==> src/rtl/vga_sprite_bouncer_if.sv <==
// Pixel-stream, control and sprite-ROM signals of vga_sprite_bouncer.
// master: sync generator / ROM side; slave: the renderer.
interface vga_sprite_bouncer_if #(
    parameter int unsigned SPRITE_LOG2 = 7
);
    logic [9:0]             hpos;
    logic [9:0]             vpos;
    logic                   display_on;
    logic                   hsync_in;
    logic                   vsync_in;
    logic                   motion_en;
    logic [2:0]             speed;
    logic [5:0]             bg_color;
    logic [SPRITE_LOG2-1:0] rom_x;
    logic [SPRITE_LOG2-1:0] rom_y;
    logic [2:0]             rom_pixel;
    logic [5:0]             rgb;
    logic                   hsync_out;
    logic                   vsync_out;
    logic [9:0]             sprite_x;
    logic [9:0]             sprite_y;
    logic                   bounce;
    logic                   corner;

    modport master (
        output hpos, vpos, display_on, hsync_in, vsync_in, motion_en, speed, bg_color, rom_pixel,
        input  rom_x, rom_y, rgb, hsync_out, vsync_out, sprite_x, sprite_y, bounce, corner
    );

    modport slave (
        input  hpos, vpos, display_on, hsync_in, vsync_in, motion_en, speed, bg_color, rom_pixel,
        output rom_x, rom_y, rgb, hsync_out, vsync_out, sprite_x, sprite_y, bounce, corner
    );
endinterface

==> src/rtl/vga_sprite_bouncer.sv <==
// Bouncing scaled-bitmap sprite renderer with 2-clock pixel pipeline and aligned sync.
// Optional macro VGA_SPRITE_TRANSPARENT_EN makes palette index 0 show the background.
module vga_sprite_bouncer #(
    parameter int unsigned H_RES       = 640,
    parameter int unsigned V_RES       = 480,
    parameter int unsigned SPRITE_LOG2 = 7,
    parameter int unsigned SCALE_LOG2  = 0,
    parameter int unsigned INIT_X      = 256,
    parameter int unsigned INIT_Y      = 128,
    parameter logic [47:0] PALETTE     = 48'hFFE_BA6_1C5_0C0
) (
    input logic                 clk,
    input logic                 reset,
    vga_sprite_bouncer_if.slave vga
);
    localparam int unsigned W       = 1 << (SPRITE_LOG2 + SCALE_LOG2);
    localparam logic [10:0] W11     = 11'(W);
    localparam logic [10:0] LIMIT_X = 11'(H_RES - W);
    localparam logic [10:0] LIMIT_Y = 11'(V_RES - W);

    typedef enum logic {DirPos = 1'b0, DirNeg = 1'b1} dir_e;

    typedef struct packed {
        logic [9:0] pos;
        dir_e       dir;
        logic       refl;
    } axis_t;

    // One axis of the per-frame move, clamped and reflected at 0 and limit.
    function automatic axis_t axis_next(input logic [9:0] p, input dir_e d,
                                        input logic [10:0] limit, input logic [2:0] spd);
        axis_t      r;
        logic [10:0] sum;
        sum    = {1'b0, p} + {8'd0, spd};
        r.pos  = p;
        r.dir  = d;
        r.refl = 1'b0;
        if (d == DirPos) begin
            if (sum >= limit) begin
                r.pos  = limit[9:0];
                r.dir  = DirNeg;
                r.refl = 1'b1;
            end else begin
                r.pos = sum[9:0];
            end
        end else begin
            if ({1'b0, p} <= {8'd0, spd}) begin
                r.pos  = 10'd0;
                r.dir  = DirPos;
                r.refl = 1'b1;
            end else begin
                r.pos = p - {7'd0, spd};
            end
        end
        return r;
    endfunction

    logic [9:0]             sprite_x_q, sprite_y_q;
    dir_e                   dir_x_q, dir_y_q;
    logic                   bounce_q, corner_q;
    logic [SPRITE_LOG2-1:0] rom_x_q, rom_y_q;
    logic                   hit_q, de_q;
    logic [5:0]             rgb_q, rgb_d;
    logic [1:0]             hs_pipe_q, vs_pipe_q;

    logic [10:0] dx, dy;
    logic        hit;
    logic        update;
    axis_t       nx, ny;
    logic [5:0]  palette [8];
    logic [5:0]  pal_color;

    // Stage 1: sprite-relative coordinates; negative offsets wrap high and miss.
    always_comb begin
        dx  = {1'b0, vga.hpos} - {1'b0, sprite_x_q};
        dy  = {1'b0, vga.vpos} - {1'b0, sprite_y_q};
        hit = vga.display_on && (dx < W11) && (dy < W11);
    end

    always_ff @(posedge clk or posedge reset) begin
        if (reset) begin
            rom_x_q <= '0;
            rom_y_q <= '0;
            hit_q   <= 1'b0;
            de_q    <= 1'b0;
        end else begin
            rom_x_q <= dx[SCALE_LOG2 +: SPRITE_LOG2];
            rom_y_q <= dy[SCALE_LOG2 +: SPRITE_LOG2];
            hit_q   <= hit;
            de_q    <= vga.display_on;
        end
    end

    // Stage 2: palette lookup on the ROM's combinational answer.
    always_comb begin
        for (int i = 0; i < 8; i++) begin
            palette[i] = PALETTE[6*i +: 6];
        end
        pal_color = palette[vga.rom_pixel];
        rgb_d     = 6'd0;
        if (!de_q) begin
            rgb_d = 6'd0;
        end else if (hit_q) begin
`ifdef VGA_SPRITE_TRANSPARENT_EN
            rgb_d = (vga.rom_pixel == 3'd0) ? vga.bg_color : pal_color;
`else
            rgb_d = pal_color;
`endif
        end else begin
            rgb_d = vga.bg_color;
        end
    end

    always_ff @(posedge clk or posedge reset) begin
        if (reset) begin
            rgb_q     <= 6'd0;
            hs_pipe_q <= 2'b11;
            vs_pipe_q <= 2'b11;
        end else begin
            rgb_q     <= rgb_d;
            hs_pipe_q <= {hs_pipe_q[0], vga.hsync_in};
            vs_pipe_q <= {vs_pipe_q[0], vga.vsync_in};
        end
    end

    // Single update point in vertical blanking keeps the position stable while drawing.
    always_comb begin
        update = (vga.hpos == 10'd0) && (vga.vpos == 10'(V_RES)) && vga.motion_en
                 && (vga.speed != 3'd0);
        nx = axis_next(sprite_x_q, dir_x_q, LIMIT_X, vga.speed);
        ny = axis_next(sprite_y_q, dir_y_q, LIMIT_Y, vga.speed);
    end

    always_ff @(posedge clk or posedge reset) begin
        if (reset) begin
            sprite_x_q <= 10'(INIT_X);
            sprite_y_q <= 10'(INIT_Y);
            dir_x_q    <= DirPos;
            dir_y_q    <= DirPos;
            bounce_q   <= 1'b0;
            corner_q   <= 1'b0;
        end else if (update) begin
            sprite_x_q <= nx.pos;
            sprite_y_q <= ny.pos;
            dir_x_q    <= nx.dir;
            dir_y_q    <= ny.dir;
            bounce_q   <= nx.refl | ny.refl;
            corner_q   <= nx.refl & ny.refl;
        end else begin
            bounce_q <= 1'b0;
            corner_q <= 1'b0;
        end
    end

    assign vga.rom_x     = rom_x_q;
    assign vga.rom_y     = rom_y_q;
    assign vga.rgb       = rgb_q;
    assign vga.hsync_out = hs_pipe_q[1];
    assign vga.vsync_out = vs_pipe_q[1];
    assign vga.sprite_x  = sprite_x_q;
    assign vga.sprite_y  = sprite_y_q;
    assign vga.bounce    = bounce_q;
    assign vga.corner    = corner_q;
endmodule

==> src/flat_wrapper.sv <==
// flat-port wrapper written by rule: the top's interface ports become plain ports
module vga_sprite_bouncer_flat 
#(
    parameter int unsigned H_RES       = 640,
    parameter int unsigned V_RES       = 480,
    parameter int unsigned SPRITE_LOG2 = 7,
    parameter int unsigned SCALE_LOG2  = 0,
    parameter int unsigned INIT_X      = 256,
    parameter int unsigned INIT_Y      = 128,
    parameter logic [47:0] PALETTE     = 48'hFFE_BA6_1C5_0C0
)
  (clk, reset, vga_hpos, vga_vpos, vga_display_on, vga_hsync_in, vga_vsync_in, vga_motion_en, vga_speed, vga_bg_color, vga_rom_pixel, vga_rom_x, vga_rom_y, vga_rgb, vga_hsync_out, vga_vsync_out, vga_sprite_x, vga_sprite_y, vga_bounce, vga_corner);
  vga_sprite_bouncer_if #(.SPRITE_LOG2(SPRITE_LOG2)) vga_i ();
  input logic clk;
  input logic reset;
  input wire logic [$bits(vga_i.hpos)-1:0] vga_hpos;
  input wire logic [$bits(vga_i.vpos)-1:0] vga_vpos;
  input wire logic [$bits(vga_i.display_on)-1:0] vga_display_on;
  input wire logic [$bits(vga_i.hsync_in)-1:0] vga_hsync_in;
  input wire logic [$bits(vga_i.vsync_in)-1:0] vga_vsync_in;
  input wire logic [$bits(vga_i.motion_en)-1:0] vga_motion_en;
  input wire logic [$bits(vga_i.speed)-1:0] vga_speed;
  input wire logic [$bits(vga_i.bg_color)-1:0] vga_bg_color;
  input wire logic [$bits(vga_i.rom_pixel)-1:0] vga_rom_pixel;
  output wire logic [$bits(vga_i.rom_x)-1:0] vga_rom_x;
  output wire logic [$bits(vga_i.rom_y)-1:0] vga_rom_y;
  output wire logic [$bits(vga_i.rgb)-1:0] vga_rgb;
  output wire logic [$bits(vga_i.hsync_out)-1:0] vga_hsync_out;
  output wire logic [$bits(vga_i.vsync_out)-1:0] vga_vsync_out;
  output wire logic [$bits(vga_i.sprite_x)-1:0] vga_sprite_x;
  output wire logic [$bits(vga_i.sprite_y)-1:0] vga_sprite_y;
  output wire logic [$bits(vga_i.bounce)-1:0] vga_bounce;
  output wire logic [$bits(vga_i.corner)-1:0] vga_corner;
  assign vga_i.hpos = vga_hpos;
  assign vga_i.vpos = vga_vpos;
  assign vga_i.display_on = vga_display_on;
  assign vga_i.hsync_in = vga_hsync_in;
  assign vga_i.vsync_in = vga_vsync_in;
  assign vga_i.motion_en = vga_motion_en;
  assign vga_i.speed = vga_speed;
  assign vga_i.bg_color = vga_bg_color;
  assign vga_i.rom_pixel = vga_rom_pixel;
  assign vga_rom_x = vga_i.rom_x;
  assign vga_rom_y = vga_i.rom_y;
  assign vga_rgb = vga_i.rgb;
  assign vga_hsync_out = vga_i.hsync_out;
  assign vga_vsync_out = vga_i.vsync_out;
  assign vga_sprite_x = vga_i.sprite_x;
  assign vga_sprite_y = vga_i.sprite_y;
  assign vga_bounce = vga_i.bounce;
  assign vga_corner = vga_i.corner;
  vga_sprite_bouncer #(.H_RES(H_RES), .V_RES(V_RES), .SPRITE_LOG2(SPRITE_LOG2), .SCALE_LOG2(SCALE_LOG2), .INIT_X(INIT_X), .INIT_Y(INIT_Y), .PALETTE(PALETTE)) u_core (.clk(clk), .reset(reset), .vga(vga_i));
endmodule
==> config.mk <==
export PLATFORM = sky130hd
export DESIGN_NAME = vga_sprite_bouncer_flat
export DESIGN_NICKNAME = d
export VERILOG_FILES = /design/src/rtl/vga_sprite_bouncer_if.sv /design/src/rtl/vga_sprite_bouncer.sv /design/src/flat_wrapper.sv
export SDC_FILE = /design/constraint.sdc
export NUM_CORES = 1
export LEC_CHECK = 0
export ABC_CLOCK_PERIOD_IN_PS = 7200
export BUFFER_PORTS_ARGS = -buffer_cell sky130_fd_sc_hd__buf_2
export CAP_MARGIN = 20
export CORE_MARGIN = 1
export CORE_UTILIZATION = 55
export CTS_CLUSTER_DIAMETER = 60
export DETAILED_ROUTE_END_ITERATION = 8
export GPL_TIMING_DRIVEN = 0
export PLACE_DENSITY = 0.91
export SLEW_MARGIN = 20
export SYNTH_ARGS = -nofsm -noshare
export SYNTH_HDL_FRONTEND = slang
export SYNTH_SLANG_ARGS = --single-unit
==> constraint.sdc <==
create_clock -name clk -period 7.2 [get_ports clk]
set_input_delay 1.44 -clock clk [delete_from_list [all_inputs] [get_ports clk]]
set_output_delay 1.44 -clock clk [all_outputs]
set_load 0.01 [all_outputs]
Yosys cells after proc, flatten, opt, wreduce, memory -nomap -nowiden
Memory sizes are Yosys's and may differ from the RTL's.
Index checks and enable logic that the tools add are counted.

word-level totals
  output and inout bits = 44
  word-level logic and storage cells = 54
  input bits = 38
  memories kept = 1
  flip-flop bits (word level) = 50
  memory bits (read-only) = 48

cells by class
  reductions and logical operators = 7
  $add $sub $neg = 6
  $lt $le $gt $ge = 7
  muxes and demuxes = 16
  equality and inequality tests = 1
  bitwise operators = 3

memories
  memory            depth  width  rd ports  clocked after memory_dff  write ports  RTL line                  RTL
  (name not given)  8      6      1         0                         0            vga_sprite_bouncer.sv:99  pal_color = palette[vga.rom_pixel];

operators with widths
  operator                count
  $mux W10                4
  $mux W12                2
  $mux W6                 4
  $add A10 B3 Y11         2
  $lt A11 B8 Y1 const B   2
  $sub A10 B10 Y11        2
  $le A10 B3 Y1           2
  $sub A10 B3 Y10         2
  $ge A11 B10 Y1 const B  1
  $ge A11 B9 Y1 const B   1
  $eq A10 B9 Y1 const B   1
  $logic_not A10 Y1       1
  $mux W2                 4
  $logic_and A1 B1 Y1     5
  $ge A4 B4 Y1 const B    1
  $not A3 Y4              1
  $reduce_bool A3 Y1      1
  $mux W1                 2
  $and A1 B1 Y1           1
  $or A1 B1 Y1            1

Logic depth before layout (Yosys ltp)
Gate-level depths: netlist of the first run.

  depth after elaboration = 6
  gate-level depth with buffers = 10
  gate-level depth less buffers = 10

Least setup slack after synthesis of the first run
OpenSTA, ideal clock, no wires.

  path type = input to register
  start = input port vga_speed[1]
  end = register u_core.sprite_y_q[6] (netlist: u_core.vga.sprite_y[6])
  slack = 3.808 ns
  arrival time = 3.268 ns
  data required time = 7.076 ns
  cell stages on the path = 8
  library setup time = 0.124 ns
  buffers on the path = 0
  cells stage by stage = inv_1 > ha_1 > nand2b_1 > a211oi_1 > a221oi_1 > a211oi_2 > o211ai_2 > a211o_1

between the ends
  word-level cells in the longest chain between the ends = 4
  elaborated cells on any way between the ends = 9
  those cells by class = add/sub (2); order compare (2); mux (3); reduce/logical (2)

RTL lines
  item                    RTL line                   RTL
  start: declaration      flat_wrapper.sv:22         input wire logic [$bits(vga_i.speed)-1:0] vga_speed;
  $add A10 B3 Y11         vga_sprite_bouncer.sv:34   sum = {1'b0, p} + {8'd0, spd};
  $ge A11 B9 Y1           vga_sprite_bouncer.sv:39   if (sum >= limit) begin
  $mux W10                vga_sprite_bouncer.sv:39
  $mux W12                vga_sprite_bouncer.sv:38   if (d == DirPos) begin
  end signal: assignment  vga_sprite_bouncer.sv:137  sprite_y_q <= 10'(INIT_Y);
  end signal: assignment  vga_sprite_bouncer.sv:144  sprite_y_q <= ny.pos;
  end: declaration        vga_sprite_bouncer.sv:58   logic [9:0] sprite_x_q, sprite_y_q;

Parallel ways exist; a longest one is shown, timed or not.
A chain may end at the register's enable or synchronous reset.

Final worst setup path of the first run
  start = input port vga_speed[1]
  end = register u_core.sprite_y_q[2] (netlist: u_core.vga.sprite_y[2])

The elaborated chain is that of the path after synthesis.

==> results of run 1 <==
kinds of logic after synthesis:
kind of cell               share of synthesized area, %
DFF                                               32.22
and+or+nand+nor                                   19.83
xor gates and xnor gates                          3.363
AOI/OAI and AO/OA                                 23.83
buffers and inverters                             5.829
muxes                                             1.602
adders and majority gates                         13.32
state kept, by name, indices dropped and copies added (netlist names):
name and cells:
u_core.vs_pipe_q 2, u_core.vga.bounce 1, u_core.vga.rgb 6, u_core.dir_y_q 1, u_core.vga.sprite_x 10, u_core.hs_pipe_q 2, u_core.vga.corner 1, u_core.de_q 1
u_core.hit_q 1, u_core.vga.rom_y 7, u_core.vga.sprite_y 10, u_core.dir_x_q 1, u_core.vga.rom_x 7
power groups by stage:
stage          registers (mW)  clock network [mW]  logic, mW
2_1_floorplan           0.305                   0     0.0482
5_1_grt                 0.295               0.184      0.102
3_5_place_dp            0.299                   0     0.0907
3_3_place_gp            0.299                   0     0.0859
6_report                0.294               0.167     0.0916
4_1_cts                 0.294               0.173     0.0915
placed cells by master, fill, tap and decap left out, types with 7 or more instances in the layout:
cell type  synthesis  routed
dfrtp_1           44      44
inv_1             44      43
buf_2              7      88
nor2_1            30      30
nand3_1           11      11
a21oi_1           19      19
nand4_1            7       7
nand2_1           27      27
xnor2_1           10      10
nor2b_1           15      15
nor3_1            13      13
ha_1              32      32
a221oi_1           7       7
o21ai_0           33      33
final cells by class:
class	count	area [um^2]	area share [%]
Timing Repair Buffer	82	425.4	9.354
Buffer	14	62.56	1.376
Inverter	44	165.2	3.631
Sequential cell	50	1259	27.68
Clock inverter	3	21.27	0.4677
Tap cell	96	120.1	2.641
Clock buffer	5	68.82	1.513
Multi-Input combinational cell	335	2426	53.34
synthesized netlist by cell type (6+ instances only):
master,n
ha_1,32
fa_1,6
buf_2,7
xnor2_1,10
dfrtp_1,44
a221oi_1,7
a21oi_1,19
nand3_1,11
nor2_1,30
nand2_1,27
o21ai_0,33
dfstp_2,6
inv_1,44
a21boi_0,6
nor3_1,13
nor2b_1,15
nand2b_1,6
o21a_1,6
nand4_1,7
worst min path at each step:
stage / depth (start not counted) / end / slack (ps)
2_1_floorplan: 0 / u_core.hs_pipe_q[1]$_DFF_PP1_ / 350
3_3_place_gp: 0 / u_core.vs_pipe_q[1]$_DFF_PP1_ / 350
3_5_place_dp: 0 / u_core.vs_pipe_q[1]$_DFF_PP1_ / 350
4_1_cts: 0 / u_core.vs_pipe_q[1]$_DFF_PP1_ / 360
5_1_grt: 0 / u_core.vs_pipe_q[1]$_DFF_PP1_ / 370
6_report: 0 / u_core.vs_pipe_q[1]$_DFF_PP1_ / 360
per-stage QoR:
step	area (um^2)	cells	power (mW)
after detailed placement	4458	621	0.3899
after CTS	4548	629	0.5583
after floorplan	3906	443	0.3530
after global placement	4432	620	0.3850
after global routing	4548	629	0.5805
final	4548	629	0.5524
worst register-to-register path: cells and delay by family, from the launching register on:
family,cells,cell delay [ps]
buffers and inverters,2,150
adders and majority gates,2,540
AOI/OAI and AO/OA,4,1330
and+or+nand+nor,1,280
DFF,1,460
routing by layer:
layer	vias to the layer above	wire length [um]	global-route usage [%]
met2	164	4991	49.42
met1	1772	4714	39.77
li1	1793	-	-
met5	-	0	0
met3	30	676	5.143
met4	0	274	10.45
==> metrics, run 1 <==
Post-CTS Setup Bufs 0; DRT antenna net count 0; Routability Congestion 0.9045; slew margin rel. 43.22%; Synth cell types 72; Top FF cell, synth dfrtp_1; combinational share of power around 17%; pin count of the biggest net entering global routing 36; fin nets 608; FF-to-FF path depth 9; clock root buffer clkbuf_8; Crit path max-delay family compound AO/OA/AOI/OAI gates; clock skew 13.08 ps; Seq/Total Area, Yosys approximately a third; Hold WS 359.3 ps; global-route wire length before repair between 15 and 20 mm; DP HPWL between 8 and 9 mm; Die X ~86 um; Yosys reg bits 50; Syn Area/Cell approximately 8.8 um^2; CTS Buffer Depth 2; # setup viols final 0; Pint 0.3989 mW; DR vias 3,759; RSZ-0062 raised after global routing no; Max Freq approximately 0.27 GHz; IO Pins 82; top-area cell type share of the netlist area 28.19%; Worst-Skew Late Latency about 310 ps; critical path's slowest cell a211oi_2; TritonRoute pass-1 iters 6; worst endpoint data arrival time 3890 ps; critical path fanouts, max 6; Switch Pwr roughly 0.15 mW; worst setup path start vga_speed[1]; Sequential Power Share 53.2%; Reg-to-Reg Start u_core.vga.sprite_x[0]$_DFFE_PP0P_; Setup crit end u_core.vga.sprite_y[2]$_DFFE_PP0P_; Place WS 3232 ps; post_cts resized 0; Final Hold Fails 0; stages on the worst setup path 9; Buffers on Ports 81; HP Start u_core.vs_pipe_q[0]$_DFF_PP1_; R2R setup slack 4360 ps; cells after synthesis 443; CTS Hold Bufs 0; initial antenna violation count 0; EDFF count, synth 0; worst-margin pin slew between 800 and 900 ps; Worst EP required 7410 ps; layout cell share with drive strength beyond 1 22.70%; Worst Setup End Kind register; via-per-instance ratio 5.976; WS Path Type in2reg; die height 86.28 um; Max Cap Viol 0; vias in the first global route 3,626; clock-pin slew on the worst setup and hold paths 100 ps; all-layer global routing usage approximately 30%; Clock power frac 30.2%; critical register-to-register path endpoint u_core.vga.sprite_x[0]$_DFFE_PP0P_; diode count 0; Final Cycle Share 51.04%; WL/cell 16.94 um; cts bufs inserted 5; GRT overflow 0; Post-Syn Area 0.003906 mm^2; post-route minimum period 3675 ps; Slew Limit Fails 0; synth top area cells dfrtp_1 (28%), ha_1 (10%), inv_1 (4.2%), o21ai_0 (4.2%), dfstp_2 (4.0%); syn_nets 519; CTS tree done; Leakage 2.026 nW; row cnt 30; fillers ~570; Worst Path Buf+Inv 2; Min-Delay Path Class reg2reg; area grow syn2layout 16.43%; pwr dens 121.5 mW/mm^2; clk sinks 50; critical path startpoint category primary input; Yosys warning count 0; Final TNS setup 0 ps; CP max stage delay between 400 and 500 ps; status complete, no violations; H-tree depth 2; VDD IR-drop max 0.06620 mV; FFs w/ async S/R, synth 100.0%; initial core utilization 57.18%; crit path cell chain buf_2 > inv_1 > ha_1 > nand2b_1 > a211oi_1 > a221oi_1 > a211oi_2 > nand2_1 > o31ai_1; Detailed Route WL ~11 mm; final worst slack 3525 ps; post-layout util 66.58%; switch share between 20 and 30%; Core ar. 0.006832 mm^2; initial DRC count around 230; DRC 0; total die area 0.007443 mm^2; dominant cell type by area after synthesis dfrtp_1
(Power assumes the default switching activity.)
==> inputs of run 2 (changes only) <==
Settings changed: ABC_AREA set to 1, ABC_CLOCK_PERIOD_IN_PS 7200 to 3400.
Clock period 7.2 ns to 3.4 ns, I/O delays scaled along.
==> run 2 against run 1 <==
Effect of this change: combinational power grew to 2.8 times the previous value; final area up 6.5%; critical path depth up 4; clock skew grew 0.87 ps; first-iteration DRC count up 0.43%; total power is 130% higher; flip-flop and latch count unchanged; hold slack better by 1.4 ps; critical path type unchanged; largest cell class unchanged.
==> metrics, run 2 <==
status complete, no violations; critical path's slowest cell fa_1; # setup viols final 0 (unchanged); Design Power 1.245 mW (+130%); worst endpoint data arrival time 2590 ps (-1300 ps); initial DRC count 235 (+0.43%); Final Cycle Share 69.88%; post-route minimum period approximately 2400 ps; critical path startpoint category primary input; Worst EP required 3620 ps (-3790 ps); WS Path Type in2reg; Yosys reg bits 50 (unchanged); DRC 0 (unchanged); FF-to-FF path depth 12 (+3); IO Pins 82 (unchanged); CTS tree done; Worst Setup End Kind register; top-area cell type share of the netlist area 26.21% (-2.0 points); switch share 29.10% (+1.3 points); H-tree depth 2 (unchanged); CP most frequent cell nand2_2; total die area 0.007991 mm^2 (+7.4%); post-route cell area 0.004845 mm^2 (+6.5%); pwr dens 257.0 mW/mm^2 (+110%); clock root buffer clkbuf_8; Max Freq 0.4209 GHz; FFs w/ async S/R, synth 100.0% (unchanged); Die X 89.39 um (+3.6%); initial core utilization 57.30% (+0.12 points); Sequential Power Share 50.2% (-3.0 points); area grow syn2layout 15.34%; GRT overflow 0 (unchanged); fin nets 750 (+23%); DRT antenna net count 0 (unchanged); CTS Buffer Depth 2 (unchanged); most common cell in the netlist nand2_1; Final Hold Fails 0 (unchanged); via-per-instance ratio 5.434 (-9.1%); Syn Area/Cell 7.180 um^2 (-19%); Min-Delay Path Class in2async; syn_nets 661 (+27%); Synth cell types 36 (-50%); die height 89.39 um (+3.6%); CTS Hold Bufs 0 (unchanged); combinational share of power 20.2% (+3.6 points); Yosys warning count 0 (unchanged); DP HPWL 8.602 mm (+3.9%); global-route wire length before repair 17.15 mm (-1.4%); cells after synthesis 585 (+32%); initial antenna violation count 0 (unchanged); clk sinks 50 (unchanged); TritonRoute pass-1 iters 6 (unchanged); Post-CTS Setup Bufs 0 (unchanged); crit path cell chain buf_2 > ha_1 > fa_1 > nand2_1 > nand2_2 > a21oi_1 > nand3_1 > nand2_2 > nand2_2 > nand3_2 > nand3_1 > nand2_1 > inv_1; R2R setup slack 1050 ps (-3310 ps); synth top area cells dfrtp_1 (26%), nand2_1 (9.7%), ha_1 (9.5%), inv_1 (8.0%), nor2_1 (5.5%); Max Cap Viol 0 (unchanged); RSZ-0062 raised after global routing no; Buffers on Ports 81 (unchanged); EDFF count, synth 0 (unchanged); clock-pin slew on the worst setup and hold paths 100 ps (about the same); dominant cell type by area after synthesis dfrtp_1; DR vias 4,206 (+12%); diode count 0 (unchanged); Post-Syn Area 0.004200 mm^2 (+7.5%); Synth top cells by count nand2_1 (108), inv_1 (89), nor2_1 (62); CP max stage delay 430 ps (+20 ps); cts bufs inserted 5 (unchanged); Clock power frac 29.5% (-0.7 points); Final TNS setup 0 ps (unchanged); Detailed Route WL 10.90 mm (+2.3%); all-layer global routing usage 28.10% (-1.8 points); VDD IR-drop max 0.1617 mV (+140%); Switch Pwr 0.3623 mW (+140%); Core ar. 0.007331 mm^2 (+7.3%); slew margin rel. 69.58% (+26 points); Slew Limit Fails 0 (unchanged); Leakage 2.705 nW (+33%); Top FF cell, synth dfrtp_1; Routability Congestion 0.9262 (+2.4%); post_cts resized 0 (unchanged); row cnt 31 (+3.3%); commonest cells after routing, fill and taps aside nand2_1 (108), inv_1 (88), buf_2 (83), nor2_1 (62); Worst-Skew Late Latency 310 ps (about the same); WL/cell 14.08 um (-17%); Hold WS 360.7 ps (+1.354 ps); layout cell share with drive strength beyond 1 21.63% (-1.1 points); clock skew 13.95 ps (+0.8680 ps); Placed Area 0.004750 mm^2 (+6.5%); Pint 0.8828 mW (+120%); Seq/Total Area, Yosys 29.97% (-2.3 points); worst-margin pin slew 455.6 ps (-389.1 ps); vias in the first global route 3,736 (+3.0%); commonest non-fill, non-tap cell in the layout nand2_1; critical path fanouts, max 8 (+2); pin count of the biggest net entering global routing 33 (-8.3%)
-- run 2: cell count changes in the layout (fill, tap and decap cells not counted), sizes merged, moves of 8 or more --
cell and change:
nor2 +37, nand2 +94, nand4 +12, a21oi +27
a221oi -8, nand3 +33, nor2b -16, inv +55
xor2 +20
-- run 2: cells by family after synthesis --
group,after synthesis,share of synthesized area (%)
AO/OA/AOI/OAI,85,10.90
XOR/XNOR,31,6.464
adder cells (fa/ha/maj),38,12.39
buffers and inverters,111,10.78
flip-flops,50,29.97
AND/OR/NAND/NOR,270,29.49
-- run 2: final timing paths --
path	startpoint	to
max in group asynchronous	reset	u_core.vs_pipe_q[1]$_DFF_PP1_
max	vga_speed[0]	u_core.vga.bounce$_DFF_PP0_
max reg2reg	u_core.vga.sprite_y[0]$_DFFE_PP0P_	u_core.vga.bounce$_DFF_PP0_
min	reset	u_core.vga.sprite_x[6]$_DFFE_PP0P_
min in group clk	u_core.vs_pipe_q[0]$_DFF_PP1_	u_core.vs_pipe_q[1]$_DFF_PP1_
min reg2reg	u_core.vs_pipe_q[0]$_DFF_PP1_	u_core.vs_pipe_q[1]$_DFF_PP1_
-- run 2: critical path: cells and delay by family --
family | cells | cell delay, ps
AOI/OAI and AO/OA | 1 | 160
adders and majority gates | 2 | 680
buffers and inverters | 2 | 180
and+or+nand+nor | 8 | 890
-- run 2: final cells by class --
type / instances / area (um^2)
Fill cell: 636 / 2486
Timing Repair Buffer: 82 / 425.4
Clock buffer: 6 / 82.58
Multi-Input combinational cell: 424 / 2489
Buffer: 9 / 68.82
Inverter: 102 / 384.1
Tap cell: 99 / 123.9
Sequential cell: 50 / 1259
Clock inverter: 2 / 12.51
-- run 2: metrics by stage --
step | std cells | utilization (%) | worst slack, ps
floorplan | 585 | - | 1179
global placement | 765 | 64.52 | 798.5
detailed placement | 766 | 64.79 | 751.4
CTS | 774 | 66.09 | 1068
global route | 774 | 66.09 | 895.1
finish | 774 | 66.09 | 1024
-- run 2: power by group through the flow --
stage,clock network (mW),logic [mW],registers [mW]
after floorplan,0,0.144,0.651
after global placement,0,0.239,0.637
after detailed placement,0,0.249,0.637
after CTS,0.373,0.251,0.626
after global routing,0.402,0.286,0.628
final,0.368,0.252,0.625
-- run 2: layer usage --
layer  share of wire (%)  vias up  global-route usage (%)
li1                    -     2048                       -
met1                  43     1931                   36.26
met2                  48      204                   49.27
met3                 7.1       23                   3.786
met4                 1.6        0                   7.792
met5                   0        -                       0
==> inputs of run 3 (changes only) <==
Settings changed: ABC_CLOCK_PERIOD_IN_PS 3400 to 2270.
Clock period 3.4 ns to 2.27 ns, I/O delays scaled along.
==> run 3 against run 2 <==
Effect of this change: sequential share of layout area shrank 0.44 points; via count up 2.0%; sequential power is 50% higher; clock power up 51%; core utilization increased by 1.3 points; clock-buffer cell count stayed put; highest routed layer unchanged.
==> metrics, run 3 (synthesized netlist as in run 2, its figures left out) <==
GR Layer Usage met2 49.48% (+0.21 points); Worst Setup End Kind register; met1 GRT Util 36.21% (-0.057 points); RSZ-0062 raised after global routing no; CTS tree done; clock skew 14.36 ps (+0.4071 ps); vias in the first global route 3,741 (+0.13%); status complete, no violations; DRT antenna net count 0 (unchanged); commonest non-fill, non-tap cell in the layout nand2_1; slew margin rel. 69.78% (+0.20 points); diode count 0 (unchanged); Max Cap Viol 0 (unchanged); WL/cell 14.40 um (+2.3%); GRT overflow 0 (unchanged); Core ar. 0.007331 mm^2 (unchanged); critical path startpoint category register; commonest cells after routing, fill and taps aside nand2_1 (104), inv_1 (88), buf_2 (83), nor2_1 (62), a21oi_1 (43); Design Power 1.878 mW (+51%); pin count of the biggest net entering global routing 33 (unchanged); Final Hold Fails 0 (unchanged); clk sinks 50 (unchanged); most used routing layer met2; die height 89.39 um (unchanged); DR vias 4,292 (+2.0%); critical path's slowest cell dfrtp_1; worst-margin pin slew 452.7 ps (-2.940 ps); CP max stage delay 420 ps (about the same); total die area 0.007991 mm^2 (unchanged); Detailed Route WL 11.25 mm (+3.2%); Reg-to-Reg Start u_core.vga.sprite_x[0]$_DFFE_PP0P_; initial antenna violation count 0 (unchanged); Worst EP required 2450 ps (-1170 ps); Buffers on Ports 81 (unchanged); crit path cell chain inv_1 > ha_2 > inv_1 > fa_2 > nand2_2 > nand2_2 > inv_2 > nand3_2 > o21ai_1 > nand2_2 > nand2_4 > nand2_1 > nand2_1 > o21ai_0; Non-Filler Instances 781 (+0.90%); H-tree depth 2 (unchanged); # setup viols final 0 (unchanged); via-per-instance ratio 5.496 (+1.1%); area grow syn2layout 17.55%; Worst-Skew Late Latency 310 ps (about the same); VDD IR-drop max 0.2462 mV (+52%); Max Freq 0.4650 GHz; critical path fanouts, max 5 (-3); post-layout util 67.35% (+1.3 points); FF-to-FF path depth 14 (+2); IO Pins 82 (unchanged); row cnt 31 (unchanged); WS Path Type reg2reg; R2R setup slack 120 ps (-930 ps); Routability Congestion 0.9262 (unchanged); DRC 0 (unchanged); DP HPWL 8.602 mm (unchanged); TritonRoute pass-1 iters 4 (-2); all-layer global routing usage 28.14% (+0.039 points); CP most frequent cell nand2_2; initial core utilization 57.30% (unchanged); Die X 89.39 um (unchanged); Worst Path Buf+Inv 3 (+1); cts bufs inserted 5 (unchanged); clock-pin slew on the worst setup and hold paths 100 ps (about the same); initial DRC count 233 (-0.85%); Min-Delay Path Class in2async; worst endpoint data arrival time 2330 ps (-260 ps); pwr dens 380.5 mW/mm^2 (+48%); CTS Buffer Depth 2 (unchanged); global-route wire length before repair 17.17 mm (+0.12%); Placed Instances 766 (unchanged); critical register-to-register path endpoint u_core.vga.sprite_x[0]$_DFFE_PP0P_; M3 GR Usage 3.786% (unchanged); post-route minimum period 2150 ps; layout cell share with drive strength beyond 1 24.34% (+2.7 points); Crit path max-delay family simple AND/OR/NAND/NOR gates; clock root buffer clkbuf_8; Leakage 2.728 nW (+0.87%); Final Cycle Share 94.73%; Slew Limit Fails 0 (unchanged); fin nets 757 (+0.93%)
[run 3: changes by cell type in the layout (fill, tap and decap cells not counted), sizes merged]
cell / change
nand2: +1
buf: +6
[run 3: what timing repair did]
item / 4_1_cts / 5_1_grt
gates resized for setup: 3 / 13
setup buffers: 1 / 5
endpoints found under the hold margin: 0 / 0
hold buffers: 0 / 0
pin swaps: 0 / 4
gates cloned: 0 / 1
endpoints found under the setup margin: 5 / 18
[run 3: worst max-delay path by stage]
| stage | end | cells past startpoint | start | slack [ps] |
|---|---|---|---|---|
| after global placement | u_core.vga.sprite_x[0]$_DFFE_PP0P_ | 14 | vga_speed[0] | -110 |
| final | u_core.vga.sprite_x[0]$_DFFE_PP0P_ | 14 | u_core.vga.sprite_x[0]$_DFFE_PP0P_ | 120 |
| after floorplan | u_core.vga.sprite_x[7]$_DFFE_PP0P_ | 14 | u_core.vga.sprite_x[0]$_DFFE_PP0P_ | 250 |
| after CTS | u_core.vga.sprite_x[0]$_DFFE_PP0P_ | 14 | u_core.vga.sprite_x[0]$_DFFE_PP0P_ | 20 |
| after detailed placement | u_core.vga.bounce$_DFF_PP0_ | 13 | vga_speed[0] | -150 |
| after global routing | u_core.vga.sprite_x[7]$_DFFE_PP0P_ | 13 | u_core.vga.sprite_x[2]$_DFFE_PP0P_ | 2 |
[run 3: final cells by class]
cell class	instances	area (um^2)
plain buffers	9	68.82
clock buffers	6	82.58
clock inverters	2	12.51
fillers	616	2394
inverters	102	384.1
multi-input cells	425	2534
flip-flops and latches	50	1261
well taps	99	123.9
repair buffers	88	470.5
[run 3: per-stage QoR]
step                TNS (ps)  setup slack [ps]  instance area (um^2)  hold WS, ps
global route               0             1.597                  4937        164.8
CTS                        0             17.78                  4865        156.9
floorplan                  0             252.7                  4200        345.2
global placement       -1918            -105.5                  4730        349.4
detailed placement     -1382            -152.6                  4750        350.3
finish                     0             119.6                  4937        135.6
[run 3: worst register-to-register path: stages (launching register included)]
cell,delay [ps]
dfrtp_1,420
inv_1,90
ha_2,190
inv_1,50
fa_2,340
nand2_2,80
nand2_2,80
inv_2,80
nand3_2,80
o21ai_1,110
nand2_2,120
nand2_4,120
nand2_1,90
nand2_1,70
o21ai_0,90
[run 3: report_power, final]
group	internal, mW	total (mW)	leakage [nW]	switching, mW
Clock	0.246	0.556	0.0472	0.310
Sequential	0.929	0.937	0.607	0.00781
Combinational	0.152	0.386	2.07	0.234
[run 3: layer usage]
layer	vias to the layer above	wire, um
met4	0	242
met2	247	5322
met5	-	0
met3	29	1007
li1	2065	-
met1	1951	4674
